**config.mk**
```make
export PLATFORM = sky130hd
export DESIGN_NAME = delay_stats
export DESIGN_NICKNAME = d
export VERILOG_FILES = /design/src/rtl/delay_pkg.sv /design/src/rtl/delay_stats_acc.sv /design/src/rtl/delay_stats.sv
export SDC_FILE = /design/constraint.sdc
export NUM_CORES = 1
export LEC_CHECK = 0
export BUFFER_PORTS_ARGS = -buffer_cell sky130_fd_sc_hd__buf_2
export CAP_MARGIN = 5
export CORE_UTILIZATION = 58
export DETAILED_ROUTE_END_ITERATION = 10
export PLACE_DENSITY_LB_ADDON = 0.05
export SYNTH_ARGS = -nofsm -noshare
export SYNTH_HDL_FRONTEND = slang
export SYNTH_SLANG_ARGS = --single-unit
```
**constraint.sdc**
```tcl
create_clock -name i_clk -period 6.5 [get_ports i_clk]
set_clock_uncertainty 0.1 [all_clocks]
set_input_delay 1.3 -clock i_clk [delete_from_list [all_inputs] [get_ports i_clk]]
set_output_delay 1.3 -clock i_clk [all_outputs]
set_load 0.05 [all_outputs]
```
**src/rtl/delay_pkg.sv**
```systemverilog
// delay_pkg: shared widths, FSM state and accumulator reset constants for delay_stats.
package delay_pkg;
    localparam int MEAS_W = 16;
    localparam logic [MEAS_W-1:0] MIN_INIT = 16'hFFFF;
    localparam logic [MEAS_W-1:0] MAX_INIT = 16'h0000;
    typedef enum logic {ACCUM, FLUSH} state_t;
endpackage

```
**src/rtl/delay_stats_acc.sv**
```systemverilog
// delay_stats_acc: running min/max/sum/count over one window of samples.
// Min/max registers exist only when DELAY_STATS_MINMAX_EN is defined; otherwise they read as 0.
module delay_stats_acc
    import delay_pkg::*;
#(
    parameter int LOG2_WINDOW = 4,
    parameter int SUM_W       = 32
) (
    input  logic              i_clk,
    input  logic              i_rst_n,
    input  logic              i_clear,
    input  logic              i_add,
    input  logic              i_take,
    input  logic [MEAS_W-1:0] i_data,
    output logic [MEAS_W-1:0] o_min,
    output logic [MEAS_W-1:0] o_max,
    output logic [SUM_W-1:0]  o_sum,
    output logic              o_last
);
    localparam int CW = (LOG2_WINDOW > 0) ? LOG2_WINDOW : 1;
    localparam logic [CW-1:0] LAST = CW'((2 ** LOG2_WINDOW) - 1);
    logic [CW-1:0]    r_cnt;
    logic [SUM_W-1:0] r_sum;
    logic             w_init;
    assign w_init = ~i_rst_n | i_clear | (i_take & ~i_add);
    // take restarts the window; a coincident add becomes the first sample of the new one
    always_ff @(posedge i_clk) begin
        if (w_init) begin
            r_sum <= '0;
            r_cnt <= '0;
        end else if (i_add) begin
            r_sum <= (i_take ? '0 : r_sum) + SUM_W'(i_data);
            r_cnt <= (i_take ? '0 : r_cnt) + CW'(1);
        end
    end
    assign o_sum  = r_sum;
    assign o_last = (r_cnt == LAST);
`ifdef DELAY_STATS_MINMAX_EN
    logic [MEAS_W-1:0] r_min, r_max, w_min_b, w_max_b;
    assign w_min_b = i_take ? MIN_INIT : r_min;
    assign w_max_b = i_take ? MAX_INIT : r_max;
    always_ff @(posedge i_clk) begin
        if (w_init) begin
            r_min <= MIN_INIT;
            r_max <= MAX_INIT;
        end else if (i_add) begin
            r_min <= (i_data < w_min_b) ? i_data : w_min_b;
            r_max <= (i_data > w_max_b) ? i_data : w_max_b;
        end
    end
    assign o_min = r_min;
    assign o_max = r_max;
`else
    assign o_min = '0;
    assign o_max = '0;
`endif
endmodule

```
**src/rtl/delay_stats.sv**
```systemverilog
// delay_stats: windowed min/max/sum/mean of delay measurements, one report per window on valid/ready.
// Min/max tracking is built only when DELAY_STATS_MINMAX_EN is defined.
module delay_stats
    import delay_pkg::*;
#(
    parameter int LOG2_WINDOW = 4,
    parameter int SUM_W       = 32
) (
    input  logic              i_clk,
    input  logic              i_rst_n,
    input  logic [MEAS_W-1:0] i_meas_number,
    input  logic              i_meas_ready,
    input  logic              i_clear,
    output logic              o_rpt_valid,
    input  logic              i_rpt_ready,
    output logic [MEAS_W-1:0] o_rpt_min,
    output logic [MEAS_W-1:0] o_rpt_max,
    output logic [SUM_W-1:0]  o_rpt_sum,
    output logic [MEAS_W-1:0] o_rpt_mean,
    output logic              o_overrun
);
    state_t            r_state, w_next;
    logic              r_ready_q, r_valid, r_overrun;
    logic              w_edge, w_last, w_take, w_load, w_drop;
    logic [MEAS_W-1:0] w_acc_min, w_acc_max, r_min, r_max;
    logic [SUM_W-1:0]  w_acc_sum, r_sum;
    // reset high so a strobe already asserted at reset release is not counted
    always_ff @(posedge i_clk) begin
        if (!i_rst_n) r_ready_q <= 1'b1;
        else          r_ready_q <= i_meas_ready;
    end
    assign w_edge = i_meas_ready & ~r_ready_q;
    always_ff @(posedge i_clk) begin
        if (!i_rst_n) r_state <= ACCUM;
        else          r_state <= w_next;
    end
    always_comb begin
        w_next = (i_clear || r_state == FLUSH) ? ACCUM : (w_edge && w_last) ? FLUSH : ACCUM;
    end
    always_comb begin
        w_take = (r_state == FLUSH);
        w_load = w_take & ~i_clear & (~r_valid | i_rpt_ready);
        w_drop = w_take & ~i_clear & r_valid & ~i_rpt_ready;
    end
    delay_stats_acc #(.LOG2_WINDOW(LOG2_WINDOW), .SUM_W(SUM_W)) u_acc (
        .i_clk   (i_clk),
        .i_rst_n (i_rst_n),
        .i_clear (i_clear),
        .i_add   (w_edge),
        .i_take  (w_take),
        .i_data  (i_meas_number),
        .o_min   (w_acc_min),
        .o_max   (w_acc_max),
        .o_sum   (w_acc_sum),
        .o_last  (w_last)
    );
    always_ff @(posedge i_clk) begin
        if (!i_rst_n) begin
            r_valid   <= 1'b0;
            r_overrun <= 1'b0;
            r_sum     <= '0;
            r_min     <= '0;
            r_max     <= '0;
        end else begin
            if (w_load) begin
                r_valid <= 1'b1;
                r_sum   <= w_acc_sum;
                r_min   <= w_acc_min;
                r_max   <= w_acc_max;
            end else if (i_rpt_ready) begin
                r_valid <= 1'b0;
            end
            r_overrun <= ~i_clear & (r_overrun | w_drop);
        end
    end
    assign o_rpt_valid = r_valid;
    assign o_rpt_min   = r_min;
    assign o_rpt_max   = r_max;
    assign o_rpt_sum   = r_sum;
    assign o_rpt_mean  = r_sum[LOG2_WINDOW +: MEAS_W];
    assign o_overrun   = r_overrun;
endmodule

```
==> results.json, run 1 <==
{
  "synth_compound_area_share_pct": 18.6,
  "multi_input_area_um2": 2320,
  "antenna_cells": 0,
  "critPathTopFamily": "compound AO/OA/AOI/OAI gates",
  "tightestPinTransition_ns": 0.742,
  "wl_mm": 8.53,
  "ctsLongestPathBuffers": 2,
  "setup_viol": 0,
  "finalSetupTns_ns": 0,
  "synth.area.mux_share_pct": 0.969,
  "hold_start": "u_acc.o_sum[1]",
  "power_density_nw_per_um2": 207,
  "hold_violations": 0,
  "drt_iter0_markers": 179,
  "post-cts-setup-buffer-count": 0,
  "power_uw": 941,
  "yosysUniqueCellTypes": 52,
  "use_met1_pct": 32.7,
  "synth.area.top_cells": "dfxtp_1, nand2_1, buf_4",
  "start_kind": "input pin",
  "drtPass1Iterations": 4,
  "worstHoldEndpoint": "o_rpt_sum[1]",
  "slew_headroom_pct": 50.5,
  "p_sw_uw": 255,
  "crit_type": "input pin to flip-flop",
  "post-route-min-period_ns": 3.18,
  "path_clk_slew_ns": 0.08,
  "cts_tree": "built",
  "layout-drive-gt1-share_pct": 18.2,
  "seqCellArea_um2": 1440,
  "fmaxAchievable_mhz": 315,
  "chipHeight_um": 86.4,
  "post-route-period-util_pct": 48.9,
  "power.leakage_nw": 1.95,
  "start_util_pct": 60.5,
  "wl_per_cell_um": 12.8,
  "hold_path_depth": 2,
  "ir_drop_v": 0.000125,
  "htree_levels": 3,
  "syn_avg_cell_area_um2": 7.98,
  "p_clk_share_pct": 42.6,
  "cts_hold_buf": 0,
  "netlist_area_um2": 4130,
  "core.rowCount": 30,
  "status": "finished, final reports clean",
  "use_met2_pct": 39.5,
  "arrival_ns": 3.32,
  "drv_cap": 0,
  "via_per_inst": 5.14,
  "post_cts_resize_count": 0,
  "root_buffer": "clkbuf_8",
  "switching_share_pct": 27.1,
  "grt_antenna_before_repair": 0,
  "synth_top_family_by_area": "simple AND/OR/NAND/NOR gates",
  "power_frac_comb_pct": 10.2,
  "synth.top_cell.area_share_pct": 34.9,
  "drc": 0,
  "ff2ff_setup_slack_ns": 3.36,
  "cts_made_buffers": 9,
  "worstPathMaxFanout": 14,
  "globalplace.congestion": 0.839,
  "synth_edf_count": 0,
  "min_path_type": "flip-flop to flip-flop",
  "port_buffers": 70,
  "yosysWarnings": 0,
  "worstSetupStartpoint": "i_meas_number[0]",
  "ys_seq_area_share_pct": 34.9,
  "crit_required_ns": 6.64,
  "clk_latency_ns": 0.35,
  "final_cell_count_no_fill": 668,
  "end_kind": "flip-flop",
  "r2r.worst_path.cells": 10,
  "critPathMaxStageDelay_ns": 0.41,
  "place_inst": 652,
  "grt_pass1_wl_mm": 14.3,
  "synthArstFlopShare_pct": 0,
  "cts.sinks": 72,
  "p_int_uw": 686,
  "met3_usage_pct": 3.43,
  "r2r_end": "u_acc.o_sum[16]",
  "dp_hpwl_mm": 6.03,
  "fillCellCount": 611,
  "crit_chain": "buf_2, ha_1, fa_1, a21oi_1, o211a_1, nor3_1, a21bo_2, and3_1, o21a_1",
  "nNetsFinal": 606,
  "core_area_um2": 6830,
  "die_area_um2": 7470,
  "yosysTopAreaCell": "dfxtp_1",
  "crit-reg2reg-launch": "r_state",
  "synth-simple-area-share_pct": 24.5,
  "netlist_instances": 518,
  "synth_fa_ha_area_share_pct": 5.63,
  "synth_xor_area_share_pct": 3.39,
  "via_count": 3436,
  "slowest_stage": "fa_1",
  "crit_cells": 9,
  "path_buf_inv": 1,
  "power_frac_seq_pct": 47.2,
  "grt_max_degree": 37,
  "ys_seq_elements": 72,
  "ant_nets": 0,
  "synthMostInstantiatedCell": "nand2_1",
  "slew_viol_final": 0,
  "ios": 103,
  "die_w_um": 86.4,
  "grt_pass1_vias": 3132,
  "syn_to_final_growth_pct": 9.84,
  "rsz0062_at_grt": "false",
  "grt_usage_pct": 24.5,
  "gr-total-overflow": 0,
  "synthTopCellsByCount": "nand2_1, dfxtp_1, buf_4, a21oi_1, a21boi_0",
  "ys.flop_type": "dfxtp_1",
  "top_usage_layer": "met2"
}
==> power by group through the flow <==
stage | Sequential (mW) | Combinational, mW | Clock (mW)
floorplan | 0.454 | 0.0948 | 0
global placement | 0.454 | 0.0945 | 0
detailed placement | 0.454 | 0.0955 | 0
CTS | 0.444 | 0.0960 | 0.409
global route | 0.444 | 0.104 | 0.426
finish | 0.444 | 0.0963 | 0.401
==> cell type report <==
cell class	instances	share of cell area, %
clock inverter	7	2.26
timing repair buffer	74	8.38
tap	96	2.65
sequential	72	31.7
inverter	14	1.16
multi-input combinational	396	51.1
clock buffer	9	2.73
==> metal layers <==
| layer | wire length [um] | vias to the layer above | share of wire (%) |
|---|---|---|---|
| li1 | - | 1777 | - |
| met3 | 325 | 13 | 3.8 |
| met4 | 189 | 0 | 2.2 |
| met2 | 3750 | 97 | 44 |
| met5 | 0 | - | 0 |
| met1 | 4260 | 1549 | 50 |
==> sequential cells by signal, indices dropped and copies added, names as in the netlist <==
name / flops
r_state: 1
u_acc.r_cnt: 4
o_overrun: 1
o_rpt_valid: 1
o_rpt_sum: 32
r_ready_q: 1
u_acc.o_sum: 32
==> cell families after synthesis <==
logic type,Yosys count
simple gates,209
compound gates,117
buf+inv,81
flops,72
fa+ha+maj,18
xor+xnor,16
mux,4
other cells,1
==> worst max-delay path by stage <==
| stage | endpoint | slack [ns] |
|---|---|---|
| 2_1_floorplan | u_acc.o_sum[22] | 3.29 |
| 3_5_place_dp | u_acc.o_sum[16] | 3.02 |
| 4_1_cts | u_acc.o_sum[16] | 3.37 |
| 5_1_grt | u_acc.o_sum[31] | 3.18 |
| 3_3_place_gp | u_acc.o_sum[16] | 3.03 |
| 6_report | u_acc.o_sum[16] | 3.32 |
==> through the flow <==
stage          cell area [um^2]  setup slack [ns]  utilization [%]  hold slack (ns)
2_1_floorplan              4250              3.29                -            0.336
3_3_place_gp               4310              3.03             63.2            0.350
3_5_place_dp               4310              3.02             63.2            0.353
4_1_cts                    4540              3.37             66.5            0.365
5_1_grt                    4540              3.18             66.5            0.385
6_report                   4540              3.32             66.5            0.361
==> worst reg2reg max path, delay by kind of cell, from the launching register on <==
family | cells | cell delay (ns)
adder cells (fa/ha/maj) | 2 | 0.63
AO/OA/AOI/OAI | 4 | 0.98
buffers and inverters | 1 | 0.33
AND/OR/NAND/NOR | 3 | 0.43
flip-flops | 1 | 0.58
==> layout by cell type, fill, tap and decap left out, types with 5 or more instances in the layout <==
master,n
nand2_1,105
dfxtp_1,72
buf_2,70
a21oi_1,36
a21boi_0,33
conb_1,32
nor2_1,26
nor2b_1,24
ha_1,17
inv_1,14
xnor2_1,13
o21ai_0,13
nand3_1,12
clkbuf_8,9
nand4_1,6
o21a_1,6
nand2b_1,5
or3_1,5
a31oi_1,5
and3_1,5
(Power assumes the default switching activity.)
==> inputs of run 2 (changes only) <==
CORE_UTILIZATION = 54   (was 58)
clock period = 3.15 ns   (was 6.5 ns; I/O delays follow)
==> results.json, run 2 (synthesis results as in run 1) <==
{
  "drtPass1Iterations": 4,
  "power_mw": 1.85,
  "post-route-min-period_ns": 2.85,
  "setup_viol": 0,
  "hold_path_depth": 2,
  "min_path_type": "flip-flop to flip-flop",
  "post-route-period-util_pct": 90.5,
  "start_kind": "flip-flop",
  "crit_chain": "buf_4, nor2b_1, ha_1, nand3_1, nor2_1, a211oi_2, and2_1, or3_1, a21oi_1",
  "postPlaceCellArea_um2": 4350,
  "globalplace.congestion": 0.851,
  "tightestPinTransition_ns": 0.725,
  "die_area_um2": 8010,
  "htree_levels": 3,
  "crit_cells": 9,
  "slew_headroom_pct": 51.3,
  "drc": 0,
  "root_buffer": "clkbuf_8",
  "drt_iter0_markers": 133,
  "power.leakage_nw": 1.95,
  "clk_latency_ns": 0.35,
  "core.rowCount": 31,
  "worstPathMaxFanout": 15,
  "grt_pass1_vias": 3089,
  "grt_pass1_wl_mm": 14.2,
  "power_density_nw_per_um2": 408,
  "r2r.worst_path.cells": 9,
  "cts_hold_buf": 0,
  "crit_type": "flip-flop to flip-flop",
  "crit_required_ns": 3.33,
  "drv_cap": 0,
  "slowest_stage": "dfxtp_1",
  "status": "finished, final reports clean",
  "fmaxAchievable_mhz": 351,
  "multi_input_area_um2": 2320,
  "gr-total-overflow": 0,
  "critPathMaxStageDelay_ns": 0.59,
  "syn_to_final_growth_pct": 9.93,
  "port_buffers": 70,
  "via_count": 3456,
  "grt_usage_pct": 23.4,
  "path_clk_slew_ns": 0.08,
  "slew_viol_final": 0,
  "path_buf_inv": 1,
  "ios": 103,
  "ant_nets": 0,
  "core_area_um2": 7330,
  "nNetsFinal": 610,
  "wl_per_cell_um": 12.9,
  "cts_made_buffers": 9,
  "antenna_cells": 0,
  "dp_hpwl_mm": 6.09,
  "fin_area_um2": 4540,
  "end_kind": "flip-flop",
  "hold_violations": 0,
  "chipHeight_um": 89.5,
  "ctsLongestPathBuffers": 2,
  "whs_ns": 0.360,
  "grt_max_degree": 36,
  "arrival_ns": 3.03,
  "cts_tree": "built",
  "final_cell_mix": "nand2_1, dfxtp_1, buf_2",
  "rsz0062_at_grt": "false",
  "grt_antenna_before_repair": 0,
  "wl_mm": 8.69,
  "cts.sinks": 72,
  "finalSetupTns_ns": 0,
  "post-cts-setup-buffer-count": 0,
  "layout-drive-gt1-share_pct": 18.6,
  "fillCellCount": 681,
  "final_common_cell": "nand2_1",
  "seqCellArea_um2": 1440,
  "post_cts_resize_count": 0,
  "die_w_um": 89.5,
  "critPathTopFamily": "simple AND/OR/NAND/NOR gates",
  "ir_drop_v": 0.000205,
  "via_per_inst": 5.12,
  "start_util_pct": 56.4
}
[run 2: path summary, 6_finish.rpt]
path	start	to	slack (ns)
setup / recovery	r_state	u_acc.o_sum[31]	0.30
hold / removal	o_rpt_sum[25]	o_rpt_sum[25]	0.36
setup reg to reg	r_state	u_acc.o_sum[31]	0.30
hold reg to reg	o_rpt_sum[25]	o_rpt_sum[25]	0.36
[run 2: report_power, final]
part | leakage [nW] | total, mW | switching, mW | internal, mW
Sequential | 0.580 | 0.916 | 0.00221 | 0.914
Combinational | 1.27 | 0.201 | 0.153 | 0.0484
Clock | 0.0968 | 0.735 | 0.365 | 0.370
[run 2: cell type report]
type,instances,area share [%]
multi-input cells,396,51.0
flip-flops and latches,72,31.7
repair buffers,78,9.03
clock buffers,10,2.81
well taps,99,2.73
clock inverters,6,1.51
inverters,14,1.16
[run 2: worst reg2reg max path: cells and delay by family (launching register included)]
family,cells,cell delay [ns]
buffers and inverters,1,0.30
adders and majority gates,1,0.39
AOI/OAI and AO/OA,2,0.31
DFF,1,0.59
and+or+nand+nor,5,1.10
[run 2: layer usage]
metal  up-vias  share of wire (%)  GRT usage [%]
met5         -                  0              0
li1       1784                  -              -
met1      1561                 49           30.9
met2        97                 45           38.0
met3        14                4.1           3.23
met4         0                1.7           10.5
[run 2: per-stage QoR]
step           worst slack [ns]  instances  util, %
3_3_place_gp              0.334        659     59.3
3_5_place_dp              0.317        659     59.3
5_1_grt                  0.0317        675     62.0
4_1_cts                   0.315        675     62.0
6_report                  0.299        675     62.0
2_1_floorplan             0.441        549        -
==> inputs of run 3 (changes only) <==
CORE_ASPECT_RATIO = 2   (was not set)
==> results.json, run 3 (synthesis results as in run 1) <==
{
  "wl_per_cell_um": 14.1,
  "syn_to_final_growth_pct": 15.3,
  "final_cell_mix": "nand2_1, dfxtp_1, buf_2",
  "grt_usage_pct": 25.0,
  "crit_type": "flip-flop to flip-flop",
  "drt_iter0_markers": 154,
  "post_cts_resize_count": 0,
  "gr-total-overflow": 0,
  "dp_hpwl_mm": 7.22,
  "power_mw": 2.22,
  "place_ws_ns": 0.288,
  "finalSetupTns_ns": 0,
  "nNetsFinal": 621,
  "via_count": 3522,
  "htree_levels": 3,
  "hold_violations": 0,
  "post-cts-setup-buffer-count": 0,
  "tightestPinTransition_ns": 0.774,
  "start_util_pct": 56.5,
  "grt_max_degree": 23,
  "grt_pass1_wl_mm": 15.5,
  "drv_cap": 0,
  "fmaxAchievable_mhz": 354,
  "globalplace.congestion": 0.913,
  "via_per_inst": 5.19,
  "worstPathMaxFanout": 14,
  "critPathMaxStageDelay_ns": 0.42,
  "post-route-period-util_pct": 89.8,
  "crit_chain": "buf_4, nor2b_1, fa_1, a21oi_1, o211a_1, nor3_1, a21bo_2, nand4_1, mux2i_1",
  "critPathTopFamily": "simple AND/OR/NAND/NOR gates",
  "ctsLongestPathBuffers": 2,
  "whs_ns": 0.358,
  "min_path_type": "flip-flop to flip-flop",
  "final_cell_count_no_fill": 679,
  "cts_made_buffers": 9,
  "slowest_stage": "nor3_1",
  "worst_slack_ns": 0.322,
  "status": "finished, final reports clean",
  "cts_hold_buf": 0,
  "clk_latency_ns": 0.34,
  "die_w_um": 63.9,
  "slew_viol_final": 0,
  "antenna_cells": 0,
  "ff2ff_setup_slack_ns": 0.32,
  "drc": 0,
  "chipHeight_um": 126,
  "core_area_um2": 7320,
  "ant_nets": 0,
  "layout-drive-gt1-share_pct": 20.3,
  "end_kind": "flip-flop",
  "core.rowCount": 44,
  "post-route-min-period_ns": 2.83,
  "port_buffers": 70,
  "path_buf_inv": 1,
  "final_common_cell": "nand2_1",
  "drtPass1Iterations": 4,
  "setup_viol": 0,
  "wl_mm": 9.57,
  "ir_drop_v": 0.000301,
  "path_clk_slew_ns": 0.06,
  "cts_tree": "built",
  "grt_pass1_vias": 3311,
  "power_density_nw_per_um2": 466,
  "arrival_ns": 2.95,
  "start_kind": "flip-flop",
  "root_buffer": "clkbuf_16",
  "rsz0062_at_grt": "false",
  "crit_required_ns": 3.27,
  "die_area_um2": 8030,
  "ios": 103,
  "cts.sinks": 72,
  "slew_headroom_pct": 47.9,
  "grt_antenna_before_repair": 0,
  "power.leakage_nw": 2.07,
  "place_inst": 663
}
==> run 3: per-layer routing <==
metal	routed length (um)	vias up	share of wire (%)	global-route usage (%)
li1	-	1797	-	-
met1	3740	1634	39	26.3
met2	5320	74	56	46.7
met3	277	17	2.9	3.62
met4	228	0	2.4	11.8
met5	0	-	0	0
==> run 3: worst paths after layout <==
path	startpoint	endpoint	cells after the start
hold / removal	o_rpt_sum[27]	o_rpt_sum[27]	2
setup / recovery	r_state	u_acc.o_sum[28]	9
setup reg to reg	r_state	u_acc.o_sum[28]	9
hold reg to reg	o_rpt_sum[27]	o_rpt_sum[27]	2
==> run 3: worst reg2reg max path: stages, from the launching register on <==
cell and delay [ns]:
dfxtp_1 0.40, buf_4 0.21, nor2b_1 0.25, fa_1 0.27, a21oi_1 0.12, o211a_1 0.26
nor3_1 0.42, a21bo_2 0.39, nand4_1 0.15, mux2i_1 0.15
==> run 3: layout make-up <==
cell class	count	area (um^2)
clock buffers	9	225
clock inverters	7	95.1
fillers	712	2550
inverters	14	52.6
multi-input cells	396	2320
flip-flops and latches	72	1440
well taps	92	115
repair buffers	89	518
==> run 3: report_power, final <==
part | total [mW] | internal, mW | switching [mW]
registers | 0.917 | 0.915 | 0.00223
logic | 0.209 | 0.0537 | 0.155
clock network | 1.10 | 0.694 | 0.403
total | 2.22 | 1.66 | 0.560
==> run 3: stage by stage <==
stage,util (%),area (um^2)
floorplan,-,4250
global placement,60.7,4450
detailed placement,60.7,4450
CTS,65.1,4770
global route,65.1,4770
finish,65.1,4770
